### config.mk
export PLATFORM = sky130hd
export DESIGN_NAME = word_adder
export DESIGN_NICKNAME = d
export VERILOG_FILES = /design/src/rtl/word_adder_pkg.sv /design/src/rtl/word_adder_cla_block.sv /design/src/rtl/word_adder.sv
export SDC_FILE = /design/constraint.sdc
export NUM_CORES = 1
export LEC_CHECK = 0
export CORE_MARGIN = 1
export CORE_UTILIZATION = 38
export DETAILED_ROUTE_END_ITERATION = 6
export GPL_TIMING_DRIVEN = 0
export PLACE_DENSITY = 0.93
export RECOVER_POWER = 50
export SYNTH_ARGS = -nofsm -noshare
export SYNTH_HDL_FRONTEND = slang
export SYNTH_HIERARCHICAL = 1
export SYNTH_SLANG_ARGS = --single-unit
### constraint.sdc
create_clock -name clk -period 15.4 [get_ports clk]
set_input_delay 4.62 -clock clk [delete_from_list [all_inputs] [get_ports clk]]
set_output_delay 4.62 -clock clk [all_outputs]
set_load 0.03 [all_outputs]
### src/rtl/word_adder_pkg.sv
// Shared definitions for the word_adder slice.
//   WORD_WIDTH  : operand width, the project-wide word size of 64 bits.
//   SLICE_WIDTH : width of one carry-lookahead slice.
//   FLAG_*      : bit positions inside the 4-bit flag word {N, Z, C, V}.
//   pack_flags  : builds the flag word from individual flags.
package word_adder_pkg;

  localparam int WORD_WIDTH = 64;

  localparam int SLICE_WIDTH = 16;
  localparam int NUM_FLAGS   = 4;

  localparam int FLAG_N = 3;
  localparam int FLAG_Z = 2;
  localparam int FLAG_C = 1;
  localparam int FLAG_V = 0;

  function automatic logic [NUM_FLAGS-1:0] pack_flags(
    input logic n,
    input logic z,
    input logic c,
    input logic v
  );
    logic [NUM_FLAGS-1:0] f;
    f         = '0;
    f[FLAG_N] = n;
    f[FLAG_Z] = z;
    f[FLAG_C] = c;
    f[FLAG_V] = v;
    return f;
  endfunction

endpackage

### src/rtl/word_adder_cla_block.sv
// cla_block: 16-bit two-level carry-lookahead adder slice.
//   a, b : 16-bit operands
//   cin  : carry into bit 0
//   sum  : (a + b + cin) mod 2^16
//   cout : carry out of bit 15
// Purely combinational. Four 4-bit groups each produce a group
// generate/propagate pair; the group carries are resolved by lookahead and
// the carries inside each group are derived from that group's carry-in.
module cla_block (
  input  logic [15:0] a,
  input  logic [15:0] b,
  input  logic        cin,
  output logic [15:0] sum,
  output logic        cout
);

  logic [15:0] g;
  logic [15:0] p;
  logic [3:0]  gg;
  logic [3:0]  gp;
  logic [4:0]  gc;
  logic [15:0] c;

  always_comb begin
    g  = a & b;
    p  = a ^ b;
    gg = '0;
    gp = '0;
    gc = '0;
    c  = '0;

    for (int j = 0; j < 4; j++) begin
      gg[j] = g[4*j+3]
            | (p[4*j+3] & g[4*j+2])
            | (p[4*j+3] & p[4*j+2] & g[4*j+1])
            | (p[4*j+3] & p[4*j+2] & p[4*j+1] & g[4*j]);
      gp[j] = &p[4*j +: 4];
    end

    // Group carries: carry into group j+1 is resolved from group G/P only.
    gc[0] = cin;
    for (int j = 0; j < 4; j++) begin
      gc[j+1] = gg[j] | (gp[j] & gc[j]);
    end

    // Bit carries: the first bit of each group takes the group carry,
    // the remaining bits are local to the group.
    for (int i = 0; i < 16; i++) begin
      if (i % 4 == 0) begin
        c[i] = gc[i/4];
      end else begin
        c[i] = g[i-1] | (p[i-1] & c[i-1]);
      end
    end

    sum  = p ^ c;
    cout = gc[4];
  end

endmodule

### src/rtl/word_adder.sv
// word_adder: full-width binary adder with NZCV flags, mainly used for
// PC + 4 next-address generation in the fetch stage.
//   clk       : system clock, rising edge loads flags_q
//   rst_n     : asynchronous active-low reset, clears flags_q only
//   a_in      : operand A (WIDTH bits)
//   b_in      : operand B (WIDTH bits)
//   add_out   : (a_in + b_in) mod 2^WIDTH, combinational
//   carry_out : unsigned carry out of the MSB, combinational
//   overflow  : signed two's-complement overflow, combinational
//   zero      : add_out == 0, combinational
//   negative  : add_out MSB, combinational
//   flags_q   : registered {negative, zero, carry_out, overflow}
// There is no handshake or enable: outputs follow the inputs continuously,
// and flags_q samples the flags on every rising clock edge.
module word_adder
  import word_adder_pkg::*;
#(
  parameter int WIDTH = WORD_WIDTH
) (
  input  logic                 clk,
  input  logic                 rst_n,
  input  logic [WIDTH-1:0]     a_in,
  input  logic [WIDTH-1:0]     b_in,
  output logic [WIDTH-1:0]     add_out,
  output logic                 carry_out,
  output logic                 overflow,
  output logic                 zero,
  output logic                 negative,
  output logic [NUM_FLAGS-1:0] flags_q
);

  localparam int NUM_SLICES = WIDTH / SLICE_WIDTH;
  localparam int MSB        = WIDTH - 1;

  if ((WIDTH % SLICE_WIDTH) != 0 || WIDTH < SLICE_WIDTH) begin : g_width_check
    $error("word_adder: WIDTH must be a non-zero multiple of 16");
  end

  // Slices ripple their carry; each slice owns its carry-in/out nets so the
  // chain is a plain sequence of point-to-point connections.
  for (genvar s = 0; s < NUM_SLICES; s++) begin : g_slice
    logic ci;
    logic co;

    if (s == 0) begin : g_first
      assign ci = 1'b0;
    end else begin : g_rest
      assign ci = g_slice[s-1].co;
    end

    cla_block u_cla (
      .a    (a_in[s*SLICE_WIDTH +: SLICE_WIDTH]),
      .b    (b_in[s*SLICE_WIDTH +: SLICE_WIDTH]),
      .cin  (ci),
      .sum  (add_out[s*SLICE_WIDTH +: SLICE_WIDTH]),
      .cout (co)
    );
  end

  assign carry_out = g_slice[NUM_SLICES-1].co;

  // Overflow: operands share a sign and the result sign differs from it.
  assign overflow = (a_in[MSB] == b_in[MSB]) && (add_out[MSB] != a_in[MSB]);
  assign zero     = (add_out == '0);
  assign negative = add_out[MSB];

  logic [NUM_FLAGS-1:0] flags_d;
  assign flags_d = pack_flags(negative, zero, carry_out, overflow);

  always_ff @(posedge clk or negedge rst_n) begin
    if (!rst_n) begin
      flags_q <= '0;
    end else begin
      flags_q <= flags_d;
    end
  end

endmodule

==> run summary <==
Status -> completed
PnR worst setup slack -> 0.03417 ns
Die Wd -> 92 µm
Vias post-DR -> 3,594
WP data arrival -> 10.75 ns
Grt ovf -> 0
Largest cells by area after synthesis -> fa_1 31%, ha_1 26%, inv_1 6.8%, a21oi_1 3.3%, dfrtp_1 3.3%
Post-Layout Cell Count -> 666
Gate Count Post-Synth -> 321
Setup CP Type -> in -> out
Max Fclk -> 0.06508 GHz
Largest registers -> flags_q: 4 flops
Initial drt markers -> 86
Layout cells sized above 1 -> 23.05%
Setup crit end kind -> primary output
Total power -> 0.0003870 W
Distinct cells, synth -> 32
Routed len/inst -> 19.25 µm
Pleak -> 2.616 nW
Die Ht -> 92 µm
Core footprint -> 0.007767 mm²
Most common cell on crit path -> buf_4
Clock buffer depth -> 2
VDD IR max -> 0.04013 mV
Gp weighted congestion -> 0.8504
Cts hold-fix bufs -> 0
Fin nets -> 808
First-pass GRT wire length -> 18.71 mm
Post-synthesis cell area -> 0.003078 mm²
Std-Cell Rows -> 32
Hold WC Path Type -> in -> async
Setup Viol. Count Final -> 0
Largest net degree at the start of global routing -> 7
Cell at the slowest stage of the critical path -> fa_2
Seq/Total Area, Yosys -> 3.252%
Worst setup SP type -> input pin
CTS tree -> done
Relative slew slack -> 63.38%
Crit path buf inv count -> 23
Slew Limit Fails -> 0
Part of the cycle the worst path needs -> 99.78%
Post-layout minimum cycle time -> 15.37 ns
Num CTS Buffers -> 3
Fin. Hold Viols -> 0
CTS root buffer -> clkbuf_8
Slew at the pin with the worst max-slew slack -> 0.5442 ns
Port Buffers -> 201
Worst path max stage delay -> 0.39 ns
DP Cell Count -> 625
Max reg flops -> 4
Starting Density -> 39.63%
Vias per inst -> 5.396
Core Util, Final -> 74.32%
Dominant cell type by area after synthesis -> fa_1
Number of synthesized register bits -> 4
Area Overhead vs Synth -> 87.56%
CP delay by family, top -> buffers and inverters
Final WL -> 12.82 mm
Worst Path Max Fanout -> 2
ANT cells -> 0
Max-cap violations -> 0
Drt pass-1 iters -> 5
Global-route usage over all layers -> 28.23%
Hpwl dp -> 9.493 mm
Yosys top cell area share -> 31.22%
Yosys Warn Count -> 6
Pwr dens -> 67.03 mW/mm²
Clock Sinks -> 4
Most flops, register -> flags_q
ANT nets after route -> 0
DR DRC count -> 0
Antenna violations before repair -> 0
Clk slew on worst S/H paths -> 0.03 ns
Die Area -> 0.008464 mm²
H-tree depth -> 1
Worst Path Required -> 10.78 ns
I/O Pins -> 202
Pre-CTS setup slack -> -0.9205 ns
Setup TNS -> 0 ns
Number of global-route vias before repair -> 3,931
Syn Area/Cell -> 9.589 µm²
-- power breakdown --
part           internal (W)  switching, W   total, W
sequential        0.0000118   0.000000311  0.0000121
clock             0.0000167    0.00000547  0.0000222
combinational      0.000161      0.000192   0.000353
-- cells in the final DEF, fill, tap and decap left out, drive strengths merged, types with 4 or more instances in the layout --
master         count
dlygate4sd2        6
nand4              8
o21ai              7
o31ai              4
nor2              13
nor4              17
nand2             12
and4               6
nand3              8
ha                64
buf               48
fa                48
a211oi             4
clkdlybuf4s50    164
nor3               6
xor2               8
a211o              4
clkbuf            16
xnor2              8
dlygate4sd3        5
dfrtp              4
nor2b             10
a21o               6
a21oi             22
inv               56
-- repair_timing --
action | 4_1_cts | 5_1_grt
setup buffers | 30 | 10
endpoints found under the setup margin | 8 | 7
pin swaps | 34 | 38
gates resized for setup | 83 | 67
endpoints found under the hold margin | 0 | 0
-- synth_stat cells (all sizes together) --
cell type,count
a211o,4
a211oi,4
a21o,6
a21oi,22
and4,6
buf,1
conb,1
dfrtp,4
fa,48
ha,64
inv,56
nand2,12
nand3,8
nand4,8
nor2,13
nor2b,10
nor3,6
nor4,17
o21ai,7
o21bai,2
o31ai,4
or3b,2
xnor2,8
xor2,8
-- area by class of cell --
class	count	area, µm²
multi-input cells	261	3077
repair buffers	239	2210
fillers	511	1994
inverters	56	210.2
well taps	102	127.6
flip-flops and latches	4	100.1
clock buffers	3	41.29
plain buffers	1	7.507
-- logic make-up after synthesis --
group                      synth area share, %
and+or+nand+nor                          16.71
DFF                                      3.252
buffers and inverters                    7.073
adders and majority gates                57.24
other                                   0.1218
xor gates and xnor gates                 4.553
AOI/OAI and AO/OA                        11.06
-- routing by layer --
| layer | GRT usage, % | part of all wire, % |
|---|---|---|
| met1 | 27.26 | 34 |
| met2 | 53.54 | 53 |
| met3 | 6.551 | 7.8 |
| met4 | 17.45 | 5.6 |
| met5 | 0 | 0 |
-- metrics by stage --
step                      instance area [µm²]  hold slack, ns
final                                    5773           4.684
after global routing                     5773           4.692
after CTS                                5628           4.604
after detailed placement                 5221           4.830
after global placement                   5221           4.831
after floorplan                          3082           4.324
-- worst max path at each step --
| stage | start | endpoint | slack [ns] | cells after the start |
|---|---|---|---|---|
| 5_1_grt | a_in[0] | zero | -0.13 | 29 |
| 6_report | a_in[0] | zero | 0.03 | 35 |
| 3_3_place_gp | b_in[9] | zero | -0.72 | 29 |
| 2_1_floorplan | a_in[7] | zero | 0.53 | 27 |
| 4_1_cts | b_in[9] | zero | 0.0004 | 29 |
| 3_5_place_dp | a_in[2] | zero | -0.92 | 29 |
Note: power is estimated with default switching activity, not from simulation.
